===== config.mk =====
export PLATFORM = sky130hd
export DESIGN_NAME = sort_drain
export DESIGN_NICKNAME = d
export VERILOG_FILES = /design/src/rtl/sort_pkg.sv /design/src/rtl/sort_order_chk.sv /design/src/rtl/sort_drain.sv
export SDC_FILE = /design/constraint.sdc
export NUM_CORES = 1
export LEC_CHECK = 0
export ABC_AREA = 1
export CAP_MARGIN = 20
export CORE_MARGIN = 2
export CORE_UTILIZATION = 45
export CTS_CLUSTER_SIZE = 30
export DETAILED_ROUTE_END_ITERATION = 8
export PLACE_DENSITY = 0.7
export RECOVER_POWER = 100
export SLEW_MARGIN = 20
export SYNTH_ARGS = -nofsm -noshare
export SYNTH_HDL_FRONTEND = slang
export SYNTH_SLANG_ARGS = --single-unit

===== constraint.sdc =====
create_clock -name clk -period 2.45 [get_ports clk]
set_clock_uncertainty 0.15 [all_clocks]
set_input_delay 0.245 -clock clk [delete_from_list [all_inputs] [get_ports clk]]
set_output_delay 0.245 -clock clk [all_outputs]
set_load 0.01 [all_outputs]

===== src/rtl/sort_pkg.sv =====
// Shared defaults and FSM state type for the sort_drain slice.
package sort_pkg;

  localparam int unsigned SORT_DATAWIDTH = 8;
  localparam int unsigned SORT_ADDRWIDTH = 9;
  localparam int unsigned SORT_DEPTH     = 256;

  typedef enum logic [2:0] {
    ST_IDLE,
    ST_FETCH,
    ST_CAPTURE,
    ST_SEND,
    ST_FINISH
  } drain_state_t;

endpackage


===== src/rtl/sort_order_chk.sv =====
// Tracks the previously accepted word and raises a sticky flag when a
// freshly captured word is smaller than it.
module sort_order_chk
  import sort_pkg::*;
#(
  parameter int unsigned DATAWIDTH = SORT_DATAWIDTH
)(
  input  logic                 clk,
  input  logic                 rst,
  input  logic                 i_clr,
  input  logic                 i_check,
  input  logic                 i_first,
  input  logic [DATAWIDTH-1:0] i_data,
  input  logic                 i_accept,
  input  logic [DATAWIDTH-1:0] i_acc_data,
  output logic                 o_err
);

  logic [DATAWIDTH-1:0] r_prev;
  logic                 r_err;

  always_ff @(posedge clk or posedge rst) begin
    if (rst) begin
      r_prev <= '0;
      r_err  <= 1'b0;
    end else begin
      if (i_accept)
        r_prev <= i_acc_data;
      if (i_clr)
        r_err <= 1'b0;
      else if (i_check && !i_first && (i_data < r_prev))
        r_err <= 1'b1;
    end
  end

  assign o_err = r_err;

endmodule


===== src/rtl/sort_drain.sv =====
// Streams the sorter's result memory out over valid/ready after each done
// pulse, counting accepted words and flagging any descending step.
module sort_drain
  import sort_pkg::*;
#(
  parameter int unsigned DATAWIDTH = SORT_DATAWIDTH,
  parameter int unsigned ADDRWIDTH = SORT_ADDRWIDTH,
  parameter int unsigned DEPTH     = SORT_DEPTH
)(
  input  logic                 clk,
  input  logic                 rst,
  input  logic                 done,
  input  logic [ADDRWIDTH-1:0] n,
  output logic                 mem_rd,
  output logic [ADDRWIDTH-1:0] mem_addr,
  input  logic [DATAWIDTH-1:0] mem_rdata,
  output logic [DATAWIDTH-1:0] out_data,
  output logic                 out_valid,
  input  logic                 out_ready,
  output logic                 out_last,
  output logic                 busy,
  output logic                 drain_done,
  output logic                 order_err,
  output logic [ADDRWIDTH-1:0] out_count
);

  localparam logic [ADDRWIDTH:0]   DEPTH_W = (ADDRWIDTH+1)'(DEPTH);
  localparam logic [ADDRWIDTH-1:0] ONE     = ADDRWIDTH'(1);

  drain_state_t r_state, w_next;

  logic [ADDRWIDTH-1:0] r_n_lat;
  logic [ADDRWIDTH-1:0] r_idx;
  logic [ADDRWIDTH-1:0] r_addr_hold;
  logic [ADDRWIDTH-1:0] r_out_count;
  logic [DATAWIDTH-1:0] r_out_data;
  logic                 r_out_last;

  logic                 w_start;
  logic                 w_capture;
  logic                 w_accept;
  logic [ADDRWIDTH-1:0] w_n_clamp;

  // One extra bit so a DEPTH equal to 2**ADDRWIDTH still compares correctly.
  assign w_n_clamp = ({1'b0, n} > DEPTH_W) ? DEPTH_W[ADDRWIDTH-1:0] : n;

  always_ff @(posedge clk or posedge rst) begin
    if (rst) r_state <= ST_IDLE;
    else     r_state <= w_next;
  end

  always_comb begin
    w_next    = r_state;
    w_start   = 1'b0;
    w_capture = 1'b0;
    w_accept  = 1'b0;
    case (r_state)
      ST_IDLE: begin
        if (done) begin
          w_start = 1'b1;
          w_next  = (w_n_clamp == '0) ? ST_FINISH : ST_FETCH;
        end
      end
      ST_FETCH:   w_next = ST_CAPTURE;
      ST_CAPTURE: begin
        w_capture = 1'b1;
        w_next    = ST_SEND;
      end
      ST_SEND: begin
        if (out_ready) begin
          w_accept = 1'b1;
          w_next   = r_out_last ? ST_FINISH : ST_FETCH;
        end
      end
      ST_FINISH:  w_next = ST_IDLE;
      default:    w_next = ST_IDLE;
    endcase
  end

  always_ff @(posedge clk or posedge rst) begin
    if (rst) begin
      r_n_lat     <= '0;
      r_idx       <= '0;
      r_addr_hold <= '0;
      r_out_count <= '0;
      r_out_data  <= '0;
      r_out_last  <= 1'b0;
    end else begin
      if (w_start) begin
        r_n_lat     <= w_n_clamp;
        r_idx       <= '0;
        r_out_count <= '0;
      end
      if (r_state == ST_FETCH)
        r_addr_hold <= r_idx;
      if (w_capture) begin
        r_out_data <= mem_rdata;
        r_out_last <= (r_idx == (r_n_lat - ONE));
      end
      if (w_accept) begin
        r_out_count <= r_out_count + ONE;
        if (!r_out_last)
          r_idx <= r_idx + ONE;
      end
    end
  end

  sort_order_chk #(
    .DATAWIDTH (DATAWIDTH)
  ) u_order_chk (
    .clk        (clk),
    .rst        (rst),
    .i_clr      (w_start),
    .i_check    (w_capture),
    .i_first    (r_idx == '0),
    .i_data     (mem_rdata),
    .i_accept   (w_accept),
    .i_acc_data (r_out_data),
    .o_err      (order_err)
  );

  // Address is driven live in FETCH and parked at the last fetched index otherwise.
  assign mem_addr   = (r_state == ST_FETCH) ? r_idx : r_addr_hold;
  assign mem_rd     = (r_state == ST_FETCH);
  assign out_valid  = (r_state == ST_SEND);
  assign out_data   = r_out_data;
  assign out_last   = r_out_last;
  assign out_count  = r_out_count;
  assign busy       = (r_state == ST_FETCH) || (r_state == ST_CAPTURE) || (r_state == ST_SEND);
  assign drain_done = (r_state == ST_FINISH);

endmodule


# After elaboration in Yosys (flattened, before gate mapping)
# Cells that the tools add are included.
totals:
  word_cells: 51
  input_bits: 21
  output_inout_bits: 32
  regBits: 57
classes:
  mux: 19
  add_sub_neg: 3
  n_lt_le_gt_ge: 2
  n_eq_ne: 7
  n_reduce_logical: 11
op_table:
  columns: ["op", "n"]
  rows:
  - ["$mux 9", 7]
  - ["$add 9x1->9 const B", 2]
  - ["$logic_not 9->1", 2]
  - ["$mux 3", 4]
  - ["$pmux 3 s4", 1]
  - ["$eq 9x9->1", 1]
  - ["$gt 9x9->1 const B", 1]
  - ["$sub 9x1->9 const B", 1]
  - ["$lt 8x8->1", 1]
  - ["$mux 1", 7]
  - ["$eq 3x2->1 const B", 2]
  - ["$reduce_bool 2->1", 2]
  - ["$eq 3x1->1 const B", 1]
  - ["$eq 3x3->1 const B", 1]
  - ["$logic_not 3->1", 1]
  - ["$logic_and 1x1->1", 2]
  - ["$logic_or 1x1->1", 2]
  - ["$ne 2x1->1 const B", 1]
  - ["$ne 2x2->1 const B", 1]
  - ["$reduce_and 2->1", 1]
  - ["$logic_not 1->1", 1]

# Depth between registers and ports, before layout
logic_depth:
  word_depth: 6
  depth_mapped: 11
  mapped_depth_nobuf: 11

# Modules after synthesis
# A second synthesis with hierarchy kept.
unflattened:
  cells_unflattened: 397
  area_unflattened_um2: 3071.7
modules_own_cells:
  columns: ["mod", "instances", "seq_area_each_um2", "area_each_um2", "cells_each"]
  rows:
  - ["sort_drain", 1, 1201.2, 2546.2, 333]
  - ["sort_order_chk", 1, 225.2, 525.5, 64]

# Least setup slack after synthesis
# OpenSTA, ideal clock, no wires.
synth_timing:
  kind: "register to output"
  from: "register r_state[2]"
  to: "output mem_addr[0]"
  required_time_ns: 2.055
  n_path_buf: 1
  stages_incl_launch_ff: 5
  path_slack_ns: 0.666
  t_arrival_ns: 1.389
  cell_sequence: "dfrtp_1 -> nor3_1 -> inv_1 -> clkbuf_1 -> o21ai_0"
synth_via:
  elab_chain_len: 2
synth_lines:
  columns: ["element", "line", "text"]
  rows:
  - ["start: declaration", "sort_drain.sv:30", "drain_state_t r_state, w_next;"]
  - ["start signal: assignment", "sort_drain.sv:49", "else r_state <= w_next;"]
  - ["$eq 3x1->1", null, null]
  - ["named net mem_rd", "sort_drain.sv:14", "output logic mem_rd,"]
  - ["$mux 9", "sort_drain.sv:123", "assign mem_addr = (r_state == ST_FETCH) ? r_idx : r_addr_hold;"]
  - ["end: declaration", "sort_drain.sv:15", "output logic [ADDRWIDTH-1:0] mem_addr,"]
# The timed path passes the listed nets, and every way through them passes these cells.

# Worst setup path in the final report
layout_timing:
  from: "register r_state[2]"
  to: "output mem_addr[8]"
layout_via:
  elab_chain_len: 2
layout_lines:
  columns: ["element", "line"]
  rows:
  - ["$eq 3x1->1", "sort_drain.sv:123"]
  - ["$mux 9", "sort_drain.sv:123"]
# No other way between the ends.

==> impl_metrics.toml <==
[sta]
slew_headroom = 0.0652
min_period_ns = 2.27
fin_crit_sh = 0.926
slew_viol_final = 0
hold_viol_final = 0
worst_pin_slew_ns = 1.40
finalSetupViolations = 0
fmax_mhz = 441
setup_tns_ns = 0
fin_ws_ns = 0.180
rsz0062_at_grt = "false"

[detailed_routing]
drtAntennaViolNets = 0
first_pass_iters = 5
viasPerCell = 5.15
via_count = 2743
routed_wl_mm = 6.97
drc = 0
wl_per_cell_um = 13.1
drt_iter0_markers = 145

[placement]
port-buffer-count = 52
place_ws_ns = 0.130
dp_hpwl_mm = 4.99
place_congestion = 0.880

[synthesis]
ys_seq_area_frac = 0.463
ys_ff_latch = 57
ys_async_sr_fraction = 1.00
synth-main-ff-cell = "dfrtp_1"
synth_area_mm2 = 0.00308
synthCells = 390
syn-num-nets = 422
ys.warnings.count = 0
synth.avg_cell_area_um2 = 7.89
synth_edf_count = 0
ys_types = 37

[layout]
fin_nets = 480
layout_common_cells = "107 x nand2_1, 57 x dfrtp_1, 55 x inv_1, 30 x nor2_1, 28 x clkdlybuf4s50_1"
diodes = 0
drive_above_1_share = 0.0618
layout.cells.most_common = "nand2_1"
finish.utilization = 0.570
area_growth_pct = 24.5

[setup_path]
cp-start-kind = "register"
crit_arrival_ns = 1.87
critPathKind = "register to output port"
worst-path-max-fanout = 20
crit_required_ns = 2.06
end_kind = "output port"

[floorplanning]
die_w_um = 86.7
initial_core_util = 0.458
ios = 53
core-area_mm2 = 0.00672
die_h_um = 86.7
die_area_mm2 = 0.00752
placementRows = 30

[clock_tree]
cts_tree = "built"
cts_sinks = 57
clk_transition_reported_paths_ns = 0.07
cts_buffers = 9
worstSkewPairLatency_ns = 0.33
h-tree-depth = 3
postCtsHoldBufs = 0
cts_buffer_depth = 2
cts-root-buf = "clkbuf_8"

[job]
cap_violations = 0

[power_and_ir_drop]
cell_internal_pwr_w = 0.00252
power-per-cell-area_mw_per_mm2 = 1110
power.leakage_nw = 1.92
p_clk_frac = 0.207
p_sw_frac = 0.405
switchingPower_w = 0.00172
irDropWorstVdd_uv = 611
p_comb_frac = 0.441
seqPwrFrac = 0.352

[global_routing]
grt_util_all_layers = 0.202
grt_pass1_wl_mm = 11.8
overflow = 0
grt_pass1_vias = 2553
antenna_found_initial = 0
grt_max_degree = 58

[hold_path]
hold_path_class = "register to register"

[status]
outcome = "finished, final reports clean"
==> synthesized netlist by cell type (2+ instances only) <==
master,n,share of area
nor3_1,4,0.0065
ha_1,11,0.045
nor2_4,2,0.0073
buf_2,4,0.0065
xor2_1,5,0.014
nand3_2,2,0.0065
nand2_1,107,0.13
nand3_1,26,0.042
o22ai_1,8,0.016
inv_1,54,0.066
nand4_1,6,0.012
inv_2,4,0.0049
o21ai_0,33,0.054
dfrtp_1,57,0.46
o21ai_1,3,0.0049
a21oi_1,15,0.024
nor2_1,29,0.035
==> final timing paths <==
path | from | slack, ns | to | depth (start not counted)
setup reg to reg | r_state[2]$_DFFE_PP0P_ | 0.20 | out_count[6]$_DFFE_PP0P_ | 7
min in group asynchronous | rst | 0.67 | out_data[2]$_DFFE_PP0P_ | 3
setup / recovery | r_state[2]$_DFFE_PP0P_ | 0.18 | mem_addr[8] | 4
hold reg to reg | out_count[8]$_DFFE_PP0P_ | 0.31 | out_count[8]$_DFFE_PP0P_ | 1
max in group asynchronous | rst | 0.64 | r_state[0]$_DFFE_PP0P_ | 3
hold / removal | out_count[8]$_DFFE_PP0P_ | 0.31 | out_count[8]$_DFFE_PP0P_ | 1
==> layout make-up <==
| class | instances | area, um2 |
|---|---|---|
| Timing Repair Buffer | 56 | 536 |
| Clock buffer | 11 | 141 |
| Multi-Input combinational cell | 265 | 1350 |
| Inverter | 59 | 224 |
| Fill cell | 615 | 2890 |
| Clock inverter | 5 | 55.1 |
| Tap cell | 80 | 100 |
| Sequential cell | 57 | 1430 |
==> metrics by stage <==
step / std cells / total power [W] / hold WS [ns] / cell area, um2
finish: 533 / 0.00425 / 0.312 / 3830
CTS: 533 / 0.00438 / 0.132 / 3880
global placement: 517 / 0.00341 / 0.300 / 3680
global route: 533 / 0.00463 / 0.328 / 3830
detailed placement: 517 / 0.00346 / 0.312 / 3680
floorplan: 390 / 0.00275 / 0.212 / 3080
==> layer usage <==
metal,vias to the layer above,share of wire,global-route usage
met5,-,0,0
met4,0,0.011,0.0582
met3,8,0.057,0.0505
met2,74,0.48,0.326
met1,1288,0.45,0.270
li1,1373,-,-
==> power by group through the flow <==
stage          Clock (W)  Sequential (W)  Combinational, W
2_1_floorplan          0         0.00151           0.00124
3_3_place_gp           0         0.00151           0.00190
3_5_place_dp           0         0.00151           0.00195
4_1_cts         0.000899         0.00150           0.00198
5_1_grt         0.000942         0.00154           0.00215
6_report        0.000880         0.00150           0.00187
==> sequential cells by signal, summed over array words and instances, names as in the netlist <==
| signal | count |
|---|---|
| out_last | 1 |
| r_n_lat | 9 |
| r_addr_hold | 9 |
| r_idx | 9 |
| r_state | 3 |
| out_data | 8 |
| u_order_chk.o_err | 1 |
| u_order_chk.r_prev | 8 |
| out_count | 9 |
==> repair_timing <==
action                     4_1_cts  5_1_grt
gates cloned                     0        0
setup endpoints to repair       10        9
buffers inserted                 0        0
gates resized for setup          3       13
==> logic make-up after synthesis <==
logic type,after synthesis,share of synthesized area
DFF,57,0.463
AOI/OAI and AO/OA,66,0.118
and+or+nand+nor,180,0.252
xor gates and xnor gates,7,0.0244
buffers and inverters,68,0.0939
adders and majority gates,11,0.0447
muxes,1,0.00325
==> worst max-delay path: stages (launching register included) <==
cell             delay, ns
dfrtp_1               0.42
nor3_4                0.25
inv_4                 0.13
o21ai_1               0.18
clkdlybuf4s50_1       0.57
Power figures use the tool's default switching activity.
